==> src/rtl/minisys_pkg.sv <==
// Shared Minisys-1A encodings: opcode/funct/rt/rs codes, the IO window tag and the
// registered control-word layout used by the decode controller.
package minisys_pkg;

   localparam logic [5:0] OP_RTYPE  = 6'b000000;
   localparam logic [5:0] OP_REGIMM = 6'b000001;
   localparam logic [5:0] OP_J      = 6'b000010;
   localparam logic [5:0] OP_JAL    = 6'b000011;
   localparam logic [5:0] OP_BEQ    = 6'b000100;
   localparam logic [5:0] OP_BNE    = 6'b000101;
   localparam logic [5:0] OP_BLEZ   = 6'b000110;
   localparam logic [5:0] OP_BGTZ   = 6'b000111;
   localparam logic [5:0] OP_COP0   = 6'b010000;
   localparam logic [5:0] OP_LB     = 6'b100000;
   localparam logic [5:0] OP_LH     = 6'b100001;
   localparam logic [5:0] OP_LW     = 6'b100011;
   localparam logic [5:0] OP_LBU    = 6'b100100;
   localparam logic [5:0] OP_LHU    = 6'b100101;
   localparam logic [5:0] OP_SB     = 6'b101000;
   localparam logic [5:0] OP_SH     = 6'b101001;
   localparam logic [5:0] OP_SW     = 6'b101011;

   localparam logic [5:0] F_SLL     = 6'b000000;
   localparam logic [5:0] F_SRL     = 6'b000010;
   localparam logic [5:0] F_SRA     = 6'b000011;
   localparam logic [5:0] F_SLLV    = 6'b000100;
   localparam logic [5:0] F_SRLV    = 6'b000110;
   localparam logic [5:0] F_SRAV    = 6'b000111;
   localparam logic [5:0] F_JR      = 6'b001000;
   localparam logic [5:0] F_JALR    = 6'b001001;
   localparam logic [5:0] F_SYSCALL = 6'b001100;
   localparam logic [5:0] F_BREAK   = 6'b001101;
   localparam logic [5:0] F_MFHI    = 6'b010000;
   localparam logic [5:0] F_MTHI    = 6'b010001;
   localparam logic [5:0] F_MFLO    = 6'b010010;
   localparam logic [5:0] F_MTLO    = 6'b010011;
   localparam logic [5:0] F_MULT    = 6'b011000;
   localparam logic [5:0] F_MULTU   = 6'b011001;
   localparam logic [5:0] F_DIV     = 6'b011010;
   localparam logic [5:0] F_DIVU    = 6'b011011;
   localparam logic [5:0] F_ADD     = 6'b100000;
   localparam logic [5:0] F_NOR     = 6'b100111;
   localparam logic [5:0] F_SLT     = 6'b101010;
   localparam logic [5:0] F_SLTU    = 6'b101011;

   localparam logic [4:0] RT_BLTZ   = 5'b00000;
   localparam logic [4:0] RT_BGEZ   = 5'b00001;
   localparam logic [4:0] RT_BLTZAL = 5'b10000;
   localparam logic [4:0] RT_BGEZAL = 5'b10001;

   localparam logic [4:0] RS_MFC0   = 5'b00000;
   localparam logic [4:0] RS_MTC0   = 5'b00100;

   localparam logic [31:0] ERET_WORD = 32'h42000018;
   localparam logic [21:0] IO_HIGH   = 22'h3FFFFF;

   typedef struct packed {
      logic       regdst, alusrc, memiotoreg, regwrite;
      logic       memwrite, memread, ioread, iowrite;
      logic       jmp, jal, jalr, jrn;
      logic       beq, bne, bgez, bgtz, blez, bltz, bgezal, bltzal;
      logic       mfhi, mflo, mfc0, mthi, mtlo, mtc0;
      logic       i_format, s_format, l_format, sftmd, div;
      logic [1:0] aluop;
      logic       mem_sign;
      logic [1:0] mem_dwidth;
      logic       brk, syscall, eret, rsvd;
   } ctrl_t;

endpackage

==> src/rtl/control32_if.sv <==
// Instruction/steering inputs and decoded control strobes of the decode controller.
interface control32_if;
   logic [31:0] Instruction;
   logic        s_format, l_format;
   logic [21:0] Alu_resultHigh;

   logic Regdst, Alusrc, MemIOtoReg, RegWrite, MemWrite, MemRead, IORead, IOWrite;
   logic Jmp, Jal, Jalr, Jrn, Beq, Bne, Bgez, Bgtz, Blez, Bltz, Bgezal, Bltzal;
   logic Mfhi, Mflo, Mfc0, Mthi, Mtlo, Mtc0, I_format, S_format, L_format, Sftmd, Div;
   logic [1:0] ALUop, Mem_Dwidth;
   logic Mem_sign, Break, Syscall, Eret, Rsvd;

   modport master (
      output Instruction, s_format, l_format, Alu_resultHigh,
      input  Regdst, Alusrc, MemIOtoReg, RegWrite, MemWrite, MemRead, IORead, IOWrite,
      input  Jmp, Jal, Jalr, Jrn, Beq, Bne, Bgez, Bgtz, Blez, Bltz, Bgezal, Bltzal,
      input  Mfhi, Mflo, Mfc0, Mthi, Mtlo, Mtc0, I_format, S_format, L_format, Sftmd, Div,
      input  ALUop, Mem_Dwidth, Mem_sign, Break, Syscall, Eret, Rsvd
   );

   modport slave (
      input  Instruction, s_format, l_format, Alu_resultHigh,
      output Regdst, Alusrc, MemIOtoReg, RegWrite, MemWrite, MemRead, IORead, IOWrite,
      output Jmp, Jal, Jalr, Jrn, Beq, Bne, Bgez, Bgtz, Blez, Bltz, Bgezal, Bltzal,
      output Mfhi, Mflo, Mfc0, Mthi, Mtlo, Mtc0, I_format, S_format, L_format, Sftmd, Div,
      output ALUop, Mem_Dwidth, Mem_sign, Break, Syscall, Eret, Rsvd
   );
endinterface

==> src/rtl/control32.sv <==
// Minisys-1A instruction decode controller: combinational decode of the current
// instruction and memory/IO steering, captured in one output register.
module control32 #(
   parameter logic [21:0] IO_HIGH = minisys_pkg::IO_HIGH
) (
   input logic       clock,
   input logic       reset,
   control32_if.slave bus
);
   import minisys_pkg::*;

   ctrl_t ctrl_d, ctrl_q;

   logic [5:0] op, funct;
   logic [4:0] rs, rt;
   logic       r, i_fmt, l_fmt, s_fmt, regimm, cop0, io_hit;
   logic       r_alu, r_ok, valid;

   assign op     = bus.Instruction[31:26];
   assign rs     = bus.Instruction[25:21];
   assign rt     = bus.Instruction[20:16];
   assign funct  = bus.Instruction[5:0];
   assign r      = (op == OP_RTYPE);
   assign regimm = (op == OP_REGIMM);
   assign cop0   = (op == OP_COP0);
   assign i_fmt  = (op[5:3] == 3'b001);
   assign l_fmt  = (op inside {OP_LB, OP_LH, OP_LW, OP_LBU, OP_LHU});
   assign s_fmt  = (op inside {OP_SB, OP_SH, OP_SW});
   assign io_hit = (bus.Alu_resultHigh == IO_HIGH);

   // R-type functs that write rd through the ALU or shifter
   assign r_alu = r & (funct inside {F_SLL, F_SRL, F_SRA, F_SLLV, F_SRLV, F_SRAV,
                                     [F_ADD:F_NOR], F_SLT, F_SLTU});
   assign r_ok  = r_alu | (r & (funct inside {F_JR, F_JALR, F_SYSCALL, F_BREAK,
                                              [F_MFHI:F_MTLO], [F_MULT:F_DIVU]}));

   assign valid = r_ok | i_fmt | l_fmt | s_fmt | (op inside {[OP_J:OP_BGTZ]})
                | (regimm & (rt inside {RT_BLTZ, RT_BGEZ, RT_BLTZAL, RT_BGEZAL}))
                | (cop0 & (rs inside {RS_MFC0, RS_MTC0}))
                | (bus.Instruction == ERET_WORD);

   always_comb begin
      ctrl_d = '0;
      if (valid) begin
         ctrl_d.regdst     = r;
         ctrl_d.i_format   = i_fmt;
         ctrl_d.l_format   = l_fmt;
         ctrl_d.s_format   = s_fmt;
         ctrl_d.alusrc     = i_fmt | l_fmt | s_fmt;
         ctrl_d.memiotoreg = l_fmt;
         ctrl_d.jmp        = (op == OP_J);
         ctrl_d.jal        = (op == OP_JAL);
         ctrl_d.jrn        = r & (funct == F_JR);
         ctrl_d.jalr       = r & (funct == F_JALR);
         ctrl_d.beq        = (op == OP_BEQ);
         ctrl_d.bne        = (op == OP_BNE);
         ctrl_d.blez       = (op == OP_BLEZ);
         ctrl_d.bgtz       = (op == OP_BGTZ);
         ctrl_d.bltz       = regimm & (rt == RT_BLTZ);
         ctrl_d.bgez       = regimm & (rt == RT_BGEZ);
         ctrl_d.bltzal     = regimm & (rt == RT_BLTZAL);
         ctrl_d.bgezal     = regimm & (rt == RT_BGEZAL);
         ctrl_d.mfhi       = r & (funct == F_MFHI);
         ctrl_d.mthi       = r & (funct == F_MTHI);
         ctrl_d.mflo       = r & (funct == F_MFLO);
         ctrl_d.mtlo       = r & (funct == F_MTLO);
         ctrl_d.div        = r & (funct inside {F_DIV, F_DIVU});
         ctrl_d.sftmd      = r & (funct[5:3] == 3'b000);
         ctrl_d.syscall    = r & (funct == F_SYSCALL);
         ctrl_d.brk        = r & (funct == F_BREAK);
         ctrl_d.mfc0       = cop0 & (rs == RS_MFC0);
         ctrl_d.mtc0       = cop0 & (rs == RS_MTC0);
         ctrl_d.eret       = (bus.Instruction == ERET_WORD);
         ctrl_d.aluop[1]   = r | i_fmt;
         ctrl_d.aluop[0]   = ctrl_d.beq | ctrl_d.bne | ctrl_d.blez | ctrl_d.bgtz
                           | ctrl_d.bltz | ctrl_d.bgez | ctrl_d.bltzal | ctrl_d.bgezal;
         ctrl_d.regwrite   = i_fmt | l_fmt | r_alu | ctrl_d.jal | ctrl_d.jalr
                           | ctrl_d.bltzal | ctrl_d.bgezal | ctrl_d.mfc0
                           | ctrl_d.mfhi | ctrl_d.mflo;
         ctrl_d.mem_dwidth = (l_fmt | s_fmt) ? op[1:0] : 2'b00;
         ctrl_d.mem_sign   = l_fmt & ~op[2];
         // Steering follows the in-flight access flags, not the decoded opcode
         ctrl_d.memwrite   = bus.s_format & ~io_hit;
         ctrl_d.iowrite    = bus.s_format & io_hit;
         ctrl_d.memread    = bus.l_format & ~io_hit;
         ctrl_d.ioread     = bus.l_format & io_hit;
      end
      ctrl_d.rsvd = ~valid;
   end

   always_ff @(posedge clock) begin
      if (reset) ctrl_q <= '0;
      else       ctrl_q <= ctrl_d;
   end

   assign bus.Regdst     = ctrl_q.regdst;
   assign bus.Alusrc     = ctrl_q.alusrc;
   assign bus.MemIOtoReg = ctrl_q.memiotoreg;
   assign bus.RegWrite   = ctrl_q.regwrite;
   assign bus.MemWrite   = ctrl_q.memwrite;
   assign bus.MemRead    = ctrl_q.memread;
   assign bus.IORead     = ctrl_q.ioread;
   assign bus.IOWrite    = ctrl_q.iowrite;
   assign bus.Jmp        = ctrl_q.jmp;
   assign bus.Jal        = ctrl_q.jal;
   assign bus.Jalr       = ctrl_q.jalr;
   assign bus.Jrn        = ctrl_q.jrn;
   assign bus.Beq        = ctrl_q.beq;
   assign bus.Bne        = ctrl_q.bne;
   assign bus.Bgez       = ctrl_q.bgez;
   assign bus.Bgtz       = ctrl_q.bgtz;
   assign bus.Blez       = ctrl_q.blez;
   assign bus.Bltz       = ctrl_q.bltz;
   assign bus.Bgezal     = ctrl_q.bgezal;
   assign bus.Bltzal     = ctrl_q.bltzal;
   assign bus.Mfhi       = ctrl_q.mfhi;
   assign bus.Mflo       = ctrl_q.mflo;
   assign bus.Mfc0       = ctrl_q.mfc0;
   assign bus.Mthi       = ctrl_q.mthi;
   assign bus.Mtlo       = ctrl_q.mtlo;
   assign bus.Mtc0       = ctrl_q.mtc0;
   assign bus.I_format   = ctrl_q.i_format;
   assign bus.S_format   = ctrl_q.s_format;
   assign bus.L_format   = ctrl_q.l_format;
   assign bus.Sftmd      = ctrl_q.sftmd;
   assign bus.Div        = ctrl_q.div;
   assign bus.ALUop      = ctrl_q.aluop;
   assign bus.Mem_sign   = ctrl_q.mem_sign;
   assign bus.Mem_Dwidth = ctrl_q.mem_dwidth;
   assign bus.Break      = ctrl_q.brk;
   assign bus.Syscall    = ctrl_q.syscall;
   assign bus.Eret       = ctrl_q.eret;
   assign bus.Rsvd       = ctrl_q.rsvd;

endmodule

==> src/flat_wrapper.sv <==
// flat-port wrapper written by rule: the top's interface ports become plain ports
module control32_flat import minisys_pkg::*;
#(
   parameter logic [21:0] IO_HIGH = minisys_pkg::IO_HIGH
)
  (clock, reset, bus_Instruction, bus_s_format, bus_l_format, bus_Alu_resultHigh, bus_Regdst, bus_Alusrc, bus_MemIOtoReg, bus_RegWrite, bus_MemWrite, bus_MemRead, bus_IORead, bus_IOWrite, bus_Jmp, bus_Jal, bus_Jalr, bus_Jrn, bus_Beq, bus_Bne, bus_Bgez, bus_Bgtz, bus_Blez, bus_Bltz, bus_Bgezal, bus_Bltzal, bus_Mfhi, bus_Mflo, bus_Mfc0, bus_Mthi, bus_Mtlo, bus_Mtc0, bus_I_format, bus_S_format, bus_L_format, bus_Sftmd, bus_Div, bus_ALUop, bus_Mem_Dwidth, bus_Mem_sign, bus_Break, bus_Syscall, bus_Eret, bus_Rsvd);
  control32_if bus_i ();
  input logic clock;
  input logic reset;
  input wire logic [$bits(bus_i.Instruction)-1:0] bus_Instruction;
  input wire logic [$bits(bus_i.s_format)-1:0] bus_s_format;
  input wire logic [$bits(bus_i.l_format)-1:0] bus_l_format;
  input wire logic [$bits(bus_i.Alu_resultHigh)-1:0] bus_Alu_resultHigh;
  output wire logic [$bits(bus_i.Regdst)-1:0] bus_Regdst;
  output wire logic [$bits(bus_i.Alusrc)-1:0] bus_Alusrc;
  output wire logic [$bits(bus_i.MemIOtoReg)-1:0] bus_MemIOtoReg;
  output wire logic [$bits(bus_i.RegWrite)-1:0] bus_RegWrite;
  output wire logic [$bits(bus_i.MemWrite)-1:0] bus_MemWrite;
  output wire logic [$bits(bus_i.MemRead)-1:0] bus_MemRead;
  output wire logic [$bits(bus_i.IORead)-1:0] bus_IORead;
  output wire logic [$bits(bus_i.IOWrite)-1:0] bus_IOWrite;
  output wire logic [$bits(bus_i.Jmp)-1:0] bus_Jmp;
  output wire logic [$bits(bus_i.Jal)-1:0] bus_Jal;
  output wire logic [$bits(bus_i.Jalr)-1:0] bus_Jalr;
  output wire logic [$bits(bus_i.Jrn)-1:0] bus_Jrn;
  output wire logic [$bits(bus_i.Beq)-1:0] bus_Beq;
  output wire logic [$bits(bus_i.Bne)-1:0] bus_Bne;
  output wire logic [$bits(bus_i.Bgez)-1:0] bus_Bgez;
  output wire logic [$bits(bus_i.Bgtz)-1:0] bus_Bgtz;
  output wire logic [$bits(bus_i.Blez)-1:0] bus_Blez;
  output wire logic [$bits(bus_i.Bltz)-1:0] bus_Bltz;
  output wire logic [$bits(bus_i.Bgezal)-1:0] bus_Bgezal;
  output wire logic [$bits(bus_i.Bltzal)-1:0] bus_Bltzal;
  output wire logic [$bits(bus_i.Mfhi)-1:0] bus_Mfhi;
  output wire logic [$bits(bus_i.Mflo)-1:0] bus_Mflo;
  output wire logic [$bits(bus_i.Mfc0)-1:0] bus_Mfc0;
  output wire logic [$bits(bus_i.Mthi)-1:0] bus_Mthi;
  output wire logic [$bits(bus_i.Mtlo)-1:0] bus_Mtlo;
  output wire logic [$bits(bus_i.Mtc0)-1:0] bus_Mtc0;
  output wire logic [$bits(bus_i.I_format)-1:0] bus_I_format;
  output wire logic [$bits(bus_i.S_format)-1:0] bus_S_format;
  output wire logic [$bits(bus_i.L_format)-1:0] bus_L_format;
  output wire logic [$bits(bus_i.Sftmd)-1:0] bus_Sftmd;
  output wire logic [$bits(bus_i.Div)-1:0] bus_Div;
  output wire logic [$bits(bus_i.ALUop)-1:0] bus_ALUop;
  output wire logic [$bits(bus_i.Mem_Dwidth)-1:0] bus_Mem_Dwidth;
  output wire logic [$bits(bus_i.Mem_sign)-1:0] bus_Mem_sign;
  output wire logic [$bits(bus_i.Break)-1:0] bus_Break;
  output wire logic [$bits(bus_i.Syscall)-1:0] bus_Syscall;
  output wire logic [$bits(bus_i.Eret)-1:0] bus_Eret;
  output wire logic [$bits(bus_i.Rsvd)-1:0] bus_Rsvd;
  assign bus_i.Instruction = bus_Instruction;
  assign bus_i.s_format = bus_s_format;
  assign bus_i.l_format = bus_l_format;
  assign bus_i.Alu_resultHigh = bus_Alu_resultHigh;
  assign bus_Regdst = bus_i.Regdst;
  assign bus_Alusrc = bus_i.Alusrc;
  assign bus_MemIOtoReg = bus_i.MemIOtoReg;
  assign bus_RegWrite = bus_i.RegWrite;
  assign bus_MemWrite = bus_i.MemWrite;
  assign bus_MemRead = bus_i.MemRead;
  assign bus_IORead = bus_i.IORead;
  assign bus_IOWrite = bus_i.IOWrite;
  assign bus_Jmp = bus_i.Jmp;
  assign bus_Jal = bus_i.Jal;
  assign bus_Jalr = bus_i.Jalr;
  assign bus_Jrn = bus_i.Jrn;
  assign bus_Beq = bus_i.Beq;
  assign bus_Bne = bus_i.Bne;
  assign bus_Bgez = bus_i.Bgez;
  assign bus_Bgtz = bus_i.Bgtz;
  assign bus_Blez = bus_i.Blez;
  assign bus_Bltz = bus_i.Bltz;
  assign bus_Bgezal = bus_i.Bgezal;
  assign bus_Bltzal = bus_i.Bltzal;
  assign bus_Mfhi = bus_i.Mfhi;
  assign bus_Mflo = bus_i.Mflo;
  assign bus_Mfc0 = bus_i.Mfc0;
  assign bus_Mthi = bus_i.Mthi;
  assign bus_Mtlo = bus_i.Mtlo;
  assign bus_Mtc0 = bus_i.Mtc0;
  assign bus_I_format = bus_i.I_format;
  assign bus_S_format = bus_i.S_format;
  assign bus_L_format = bus_i.L_format;
  assign bus_Sftmd = bus_i.Sftmd;
  assign bus_Div = bus_i.Div;
  assign bus_ALUop = bus_i.ALUop;
  assign bus_Mem_Dwidth = bus_i.Mem_Dwidth;
  assign bus_Mem_sign = bus_i.Mem_sign;
  assign bus_Break = bus_i.Break;
  assign bus_Syscall = bus_i.Syscall;
  assign bus_Eret = bus_i.Eret;
  assign bus_Rsvd = bus_i.Rsvd;
  control32 #(.IO_HIGH(IO_HIGH)) u_core (.clock(clock), .reset(reset), .bus(bus_i));
endmodule
==> config.mk <==
export PLATFORM = sky130hd
export DESIGN_NAME = control32_flat
export DESIGN_NICKNAME = d
export VERILOG_FILES = /design/src/rtl/minisys_pkg.sv /design/src/rtl/control32_if.sv /design/src/rtl/control32.sv /design/src/flat_wrapper.sv
export SDC_FILE = /design/constraint.sdc
export NUM_CORES = 1
export LEC_CHECK = 0
export BUFFER_PORTS_ARGS = -buffer_cell sky130_fd_sc_hd__buf_2
export CORE_MARGIN = 8
export CORE_UTILIZATION = 38
export DETAILED_ROUTE_END_ITERATION = 8
export GPL_TIMING_DRIVEN = 0
export PLACE_DENSITY = 0.75
export SETUP_SLACK_MARGIN = 0.1
export SLEW_MARGIN = 15
export SYNTH_ARGS = -nofsm -noshare
export SYNTH_HDL_FRONTEND = slang
export SYNTH_SLANG_ARGS = --single-unit
==> constraint.sdc <==
create_clock -name clock -period 2 [get_ports clock]
set_input_delay 0.4 -clock clock [delete_from_list [all_inputs] [get_ports clock]]
set_output_delay 0.4 -clock clock [all_outputs]
set_load 0.02 [all_outputs]
==> summary.md, run 1 <==
| Metric | Value |
|---|---|
| WP buf/inv | 1 |
| Initial Util | 0.3919 |
| Share of cells above drive strength 1 | 0.4474 |
| Clock transition at path regs | 70 ps |
| Endpoints failing hold | 0 |
| RSZ-0062 raised after global routing | true |
| Register Area | 780.7 um^2 |
| Avg Inst Size Synth | 9.559 um^2 |
| Setup violations, final | 0 |
| Antenna Violating Nets Remaining | 0 |
| Critical path capture point type | flip-flop |
| Gr usage total | 0.1496 |
| Largest net degree at the start of global routing | 12 |
| Clock net sink count | 39 |
| Hold buffer count at CTS | 0 |
| Post-synth EDFFs | 0 |
| Routed length on met2 | 2236 um |
| CP peak stage delay | 470 ps |
| Fillers | 380 |
| Vias per cell | 5.095 |
| Largest cells by area after synthesis | dfxtp_1 50%, nor4_1 4.8%, nor2_1 4.3% |
| Die width | 80.23 um |
| Die area | 0.006437 mm^2 |
| Syn-to-layout area delta | 41.90% |
| Final worst path period share | 0.9100 |
| Final min period | 1820 ps |
| Peak fanout along the critical path | 9 |
| CTS Root Cell | clkbuf_8 |
| Ys async rst share | 0 |
| Kind of critical path | primary input to flip-flop |
| Metal3 WL | 480 um |
| Worst vdd ir | 0.0003621 V |
| Net count after synthesis | 222 |
| Number of CTS-inserted buffers | 5 |
| Post-synth top flop | dfxtp_1 |
| HPWL Detailed | 3825 um |
| Slew @ Worst Pin | 607.3 ps |
| Initial antenna violation count | 0 |
| CP startpoint kind | primary input |
| DRC | 0 |
| Number of max-cap violations | 0 |
| Vias in the first global route | 1696 |
| Largest family of logic cells by synthesized area | simple AND/OR/NAND/NOR gates |
| Status | finished clean |
| Sequential area share after synthesis | 0.4980 |
| Dpl cells | 308 |
| Worst EP required | 2190 ps |
| H-tree levels | 2 |
| Family with the most delay on the worst path | simple AND/OR/NAND/NOR gates |
| PwrDens | 695.6 mW/mm^2 |
| Synth Area in XOR/XNOR | 0 |
| Cell taking the most area after synthesis | dfxtp_1 |
| DR WL/cell | 14.58 um |
| CTS tree | done |
| Most frequent cells after synthesis | 39 x dfxtp_1, 18 x nor2_1, 12 x nor4_1 |
| First-pass GRT wire length | 7472 um |
| Max Slew Vio Count | 0 |
| Worst Hold Class | primary input to flip-flop |
| Rows | 23 |
| Top routing layer used | met4 |
| Simple-gate share of the synthesized area | 0.3208 |
| Synthesized area | 0.001568 mm^2 |
| Total grt overflow | 0 |
| WP data arrival | 2010 ps |
| Die H | 80.23 um |
| Iteration count of the initial detailed-routing pass | 4 |
| Flops & latches, synth | 39 |
| IO Port Bufs | 94 |
| Max_slew headroom | 0.5951 |
| Maximum root-to-sink buffer count | 2 |
| M1 wire length | 1812 um |
| CORE AREA | 0.004000 mm^2 |
| Multi-input gate area | 742.0 um^2 |
| Diodes inserted | 0 |
| Critical-path top delay cell | or4_4 |
| Cells along the critical path | buf_2 > nor3_2 > nand3_1 > or4_4 > o311a_4 > a2111oi_4 |
| Io pins | 98 |
| Synth top area share | 0.4980 |
| Synth Area in Compound Gates | 0.1389 |
| First DRT Iteration DRCs | 63 |
| Setup WS post-layout | 179.9 ps |
| Pleak | 1.019 nW |
| Most numerous cell in the Yosys netlist | dfxtp_1 |
| Post-synthesis mux area share | 0 |
| Gate Count Post-Synth | 164 |
| Dpl ws | -221.7 ps |
| Cell variety after synth | 42 |
| Cell Count, Final, Fillers Out | 316 |
| FMAX | 549.4 MHz |
| Synth warn | 0 |
| Vias post-DR | 1610 |
| Gpl congestion | 0.7935 |
| Synthesized-area fraction occupied by adder cells | 0 |
| Routed Wire Length | 4608 um |
| Fin nets | 323 |
## stage by stage
step / util / area, um^2 / power [mW] / hold slack, ps / TNS, ps
floorplan: - / 1575 / 0.8947 / 471.5 / 0
global placement: 0.5271 / 2108 / 0.9857 / 594.0 / -1504
detailed placement: 0.5271 / 2108 / 0.9893 / 599.9 / -1912
CTS: 0.5536 / 2215 / 1.563 / 292.1 / 0
global route: 0.5561 / 2225 / 1.611 / 284.9 / 0
finish: 0.5561 / 2225 / 1.547 / 299.5 / 0
## placed cells by master, fill, tap and decap left out, drive strengths merged, types with 3 or more instances in the layout
master,Yosys,routed
a21oi,8,8
buf,4,98
clkbuf,3,11
dfxtp,39,39
inv,7,7
nand2,7,7
nand2b,5,5
nand3,4,4
nand3b,4,4
nand4,7,7
nor2,19,19
nor3,11,11
nor3b,3,3
nor4,12,12
o21ai,3,3
## logic make-up after synthesis
family	count (synthesis)
compound gates	24
buf+inv	14
flops	39
simple gates	87
## report_power, final
part	switching [mW]	total [mW]	internal, mW	leakage [nW]
combinational	0.106	0.185	0.0788	0.653
clock	0.260	0.575	0.315	0.0515
sequential	0.00213	0.788	0.785	0.315
total	0.369	1.55	1.18	1.02
## what timing repair did
item / CTS / global route
endpoints found under the setup margin: 1 / 3
setup buffers: 0 / 0
gates resized for setup: 1 / 2
## final cells by class
class / instances / area share
Buffer: 7 / 0.01912
Clock buffer: 8 / 0.04499
Inverter: 7 / 0.01181
Multi-Input combinational cell: 111 / 0.3335
Sequential cell: 39 / 0.3510
Tap cell: 50 / 0.02812
Timing Repair Buffer: 94 / 0.2115
## final timing paths
check / start / slack [ps] / endpoint / cells after the start
worst max-delay path: bus_Instruction[29] / 180 / u_core.bus.IOWrite$_SDFF_PP0_ / 6
worst min-delay path: bus_Instruction[16] / 300 / u_core.bus.Bltzal$_SDFF_PP0_ / 2
## routing by layer
layer,vias to the layer above,GRT usage
met3,6,0.06920
met1,721,0.1538
met5,-,0
met4,0,0.06909
li1,811,-
met2,72,0.2530
(Power assumes the default switching activity.)
==> inputs of run 2 (changes only) <==
Settings changed: CORE_MARGIN 8 to 2, CORE_UTILIZATION 38 to 25, PLACE_DENSITY 0.75 to unset.
==> summary.md, run 2 (synthesized netlist as in run 1, its figures left out) <==
| Metric | Value |
|---|---|
| Kind of critical path | primary input to flip-flop (unchanged) |
| Slew @ Worst Pin | 619.2 ps (was 607.3 ps) |
| Iteration count of the initial detailed-routing pass | 4 (unchanged) |
| Initial Util | 0.2617 (was 0.3919) |
| Clock transition at path regs | 70 ps (about the same) |
| Most frequent cells in the layout | 94 x buf_2, 39 x dfxtp_1, 18 x nor2_1 (unchanged) |
| Hold path start | bus_Instruction[16] (unchanged) |
| Routed Wire Length | 4453 um (was 4608 um) |
| Post-CTS setup buffers | 0 (unchanged) |
| HPWL Detailed | 3527 um (was 3825 um) |
| Multi-input gate area | 770.7 um^2 (was 742.0 um^2) |
| Final instance area | 0.002321 mm^2 (was 0.002225 mm^2) |
| Area post-placement | 0.002140 mm^2 (was 0.002108 mm^2) |
| Hold-critical path depth | 2 (unchanged) |
| Fin nets | 324 (was 323) |
| Clock net sink count | 39 (unchanged) |
| CP startpoint kind | primary input (unchanged) |
| Maximum root-to-sink buffer count | 2 (unchanged) |
| Most common cell after layout, fill and taps aside | buf_2 (unchanged) |
| Register Area | 780.7 um^2 (unchanged) |
| IO Port Bufs | 94 (unchanged) |
| WP data arrival | 2070 ps (was 2010 ps) |
| RSZ-0062 raised after global routing | true (unchanged) |
| Vias post-DR | 1645 (was 1610) |
| Cell depth of the worst setup path | 6 (unchanged) |
| Dpl ws | -209.6 ps (was -221.7 ps) |
| Vias per cell | 4.810 (was 5.095) |
| Gr usage total | 0.1278 (was 0.1496) |
| First-pass GRT wire length | 7107 um (was 7472 um) |
| H-tree levels | 2 (unchanged) |
| Die H | 83.19 um (was 80.23 um) |
| Met1 global-route usage | 0.1477 (was 0.1538) |
| Antenna Violating Nets Remaining | 0 (unchanged) |
| First DRT Iteration DRCs | 166 (was 63) |
| DR WL/cell | 13.02 um (was 14.58 um) |
| Worst Hold Class | primary input to flip-flop (unchanged) |
| Rows | 28 (was 23) |
| DRC | 0 (unchanged) |
| Diodes inserted | 0 (unchanged) |
| Total power of the final layout | 1.756 mW (was 1.547 mW) |
| Dpl cells | 333 (was 308) |
| CP peak stage delay | 460 ps (was 470 ps) |
| Grt peak-use layer | met2 (unchanged) |
| Setup violations, final | 0 (unchanged) |
| Io pins | 98 (unchanged) |
| Syn-to-layout area delta | 48.04% (was 41.90%) |
| Vias in the first global route | 1567 (was 1696) |
| Cells along the critical path | buf_2 > nor3_2 > nand3_2 > or4_4 > o311a_4 > a2111oi_4 (was buf_2 > nor3_2 > nand3_1 > or4_4 > o311a_4 > a2111oi_4) |
| Endpoints failing hold | 0 (unchanged) |
| Number of max-cap violations | 0 (unchanged) |
| Final worst path period share | 0.9371 (was 0.9100) |
| Met3 Track Usage GR | 0.04771 (was 0.06920) |
| FMAX | 533.6 MHz (was 549.4 MHz) |
| Worst hold endpoint | u_core.bus.Bltzal$_SDFF_PP0_ (unchanged) |
| Setup WS post-layout | 125.8 ps (was 179.9 ps) |
| Pleak | 1.038 nW (was 1.019 nW) |
| CORE AREA | 0.005991 mm^2 (was 0.004000 mm^2) |
| Cell Count, Final, Fillers Out | 342 (was 316) |
| PwrDens | 756.8 mW/mm^2 (was 695.6 mW/mm^2) |
| Total grt overflow | 0 (unchanged) |
| Die area | 0.006921 mm^2 (was 0.006437 mm^2) |
| WP buf/inv | 1 (unchanged) |
| Family with the most delay on the worst path | simple AND/OR/NAND/NOR gates (unchanged) |
| Die width | 83.19 um (was 80.23 um) |
| Fillers | 629 (was 380) |
| Status | finished clean (unchanged) |
| Max_slew headroom | 0.5872 (was 0.5951) |
| Final min period | 1874 ps (was 1820 ps) |
| Max Slew Vio Count | 0 (unchanged) |
| Gpl congestion | 0.7747 (was 0.7935) |
| Critical-path top delay cell | or4_4 (unchanged) |
| Number of CTS-inserted buffers | 5 (unchanged) |
| Critical path capture point type | flip-flop (unchanged) |
| Peak fanout along the critical path | 8 (was 9) |
| CTS tree | done (unchanged) |
| Worst EP required | 2200 ps (was 2190 ps) |
| Initial antenna violation count | 0 (unchanged) |
| Met2 global-route usage | 0.2141 (was 0.2530) |
| CTS Root Cell | clkbuf_8 (unchanged) |
| Largest net degree at the start of global routing | 14 (was 12) |
| Worst vdd ir | 0.0004131 V (was 0.0003621 V) |
| Share of cells above drive strength 1 | 0.4607 (was 0.4474) |
==> run 2: cell count changes in the layout (fill, tap and decap cells not counted), sizes merged <==
cell / delta
clkbuf: -3
bufinv: +2
clkinvlp: +1
o311a: +1
==> run 2: what timing repair did <==
item / CTS / global route
hold endpoints to repair: 0 / 0
setup endpoints to repair: 0 / 14
resized for setup: 0 / 6
hold buffers: 0 / 0
==> run 2: how the worst max path moves through the flow <==
stage	slack, ps	startpoint	end
after detailed placement	-210	bus_Instruction[29]	u_core.bus.IOWrite$_SDFF_PP0_
after floorplan	80	bus_Instruction[28]	u_core.bus.IORead$_SDFF_PP0_
final	130	bus_Instruction[29]	u_core.bus.IOWrite$_SDFF_PP0_
after global placement	-210	bus_Instruction[29]	u_core.bus.IORead$_SDFF_PP0_
after global routing	60	bus_Instruction[29]	u_core.bus.IOWrite$_SDFF_PP0_
after CTS	110	bus_Instruction[29]	u_core.bus.IOWrite$_SDFF_PP0_
==> run 2: metal layers <==
layer | vias to the layer above | share of wire
met1 | 744 | 0.41
met5 | - | 0
li1 | 812 | -
met4 | 0 | 0.015
met3 | 6 | 0.098
met2 | 83 | 0.48
==> run 2: where the power goes <==
group          internal, mW  switching, mW  leakage, nW  total, mW
clock                 0.497          0.278       0.0644      0.776
sequential            0.785        0.00210        0.315      0.787
combinational        0.0809          0.113        0.658      0.193
==> run 2: cell type report <==
| type | count | share of cell area |
|---|---|---|
| tap | 75 | 0.04043 |
| clock buffer | 5 | 0.02965 |
| sequential | 39 | 0.3364 |
| buffer | 7 | 0.01833 |
| multi-input combinational | 112 | 0.3321 |
| inverter | 7 | 0.01132 |
| clock inverter | 3 | 0.02911 |
| timing repair buffer | 94 | 0.2027 |
==> run 2: stage by stage <==
stage | util | TNS (ps) | hold slack (ps)
after floorplan | - | 0 | 471.5
after global placement | 0.3571 | -2051 | 602.7
after detailed placement | 0.3571 | -1856 | 603.8
after CTS | 0.3799 | 0 | 296.6
after global routing | 0.3874 | 0 | 307.0
final | 0.3874 | 0 | 300.8
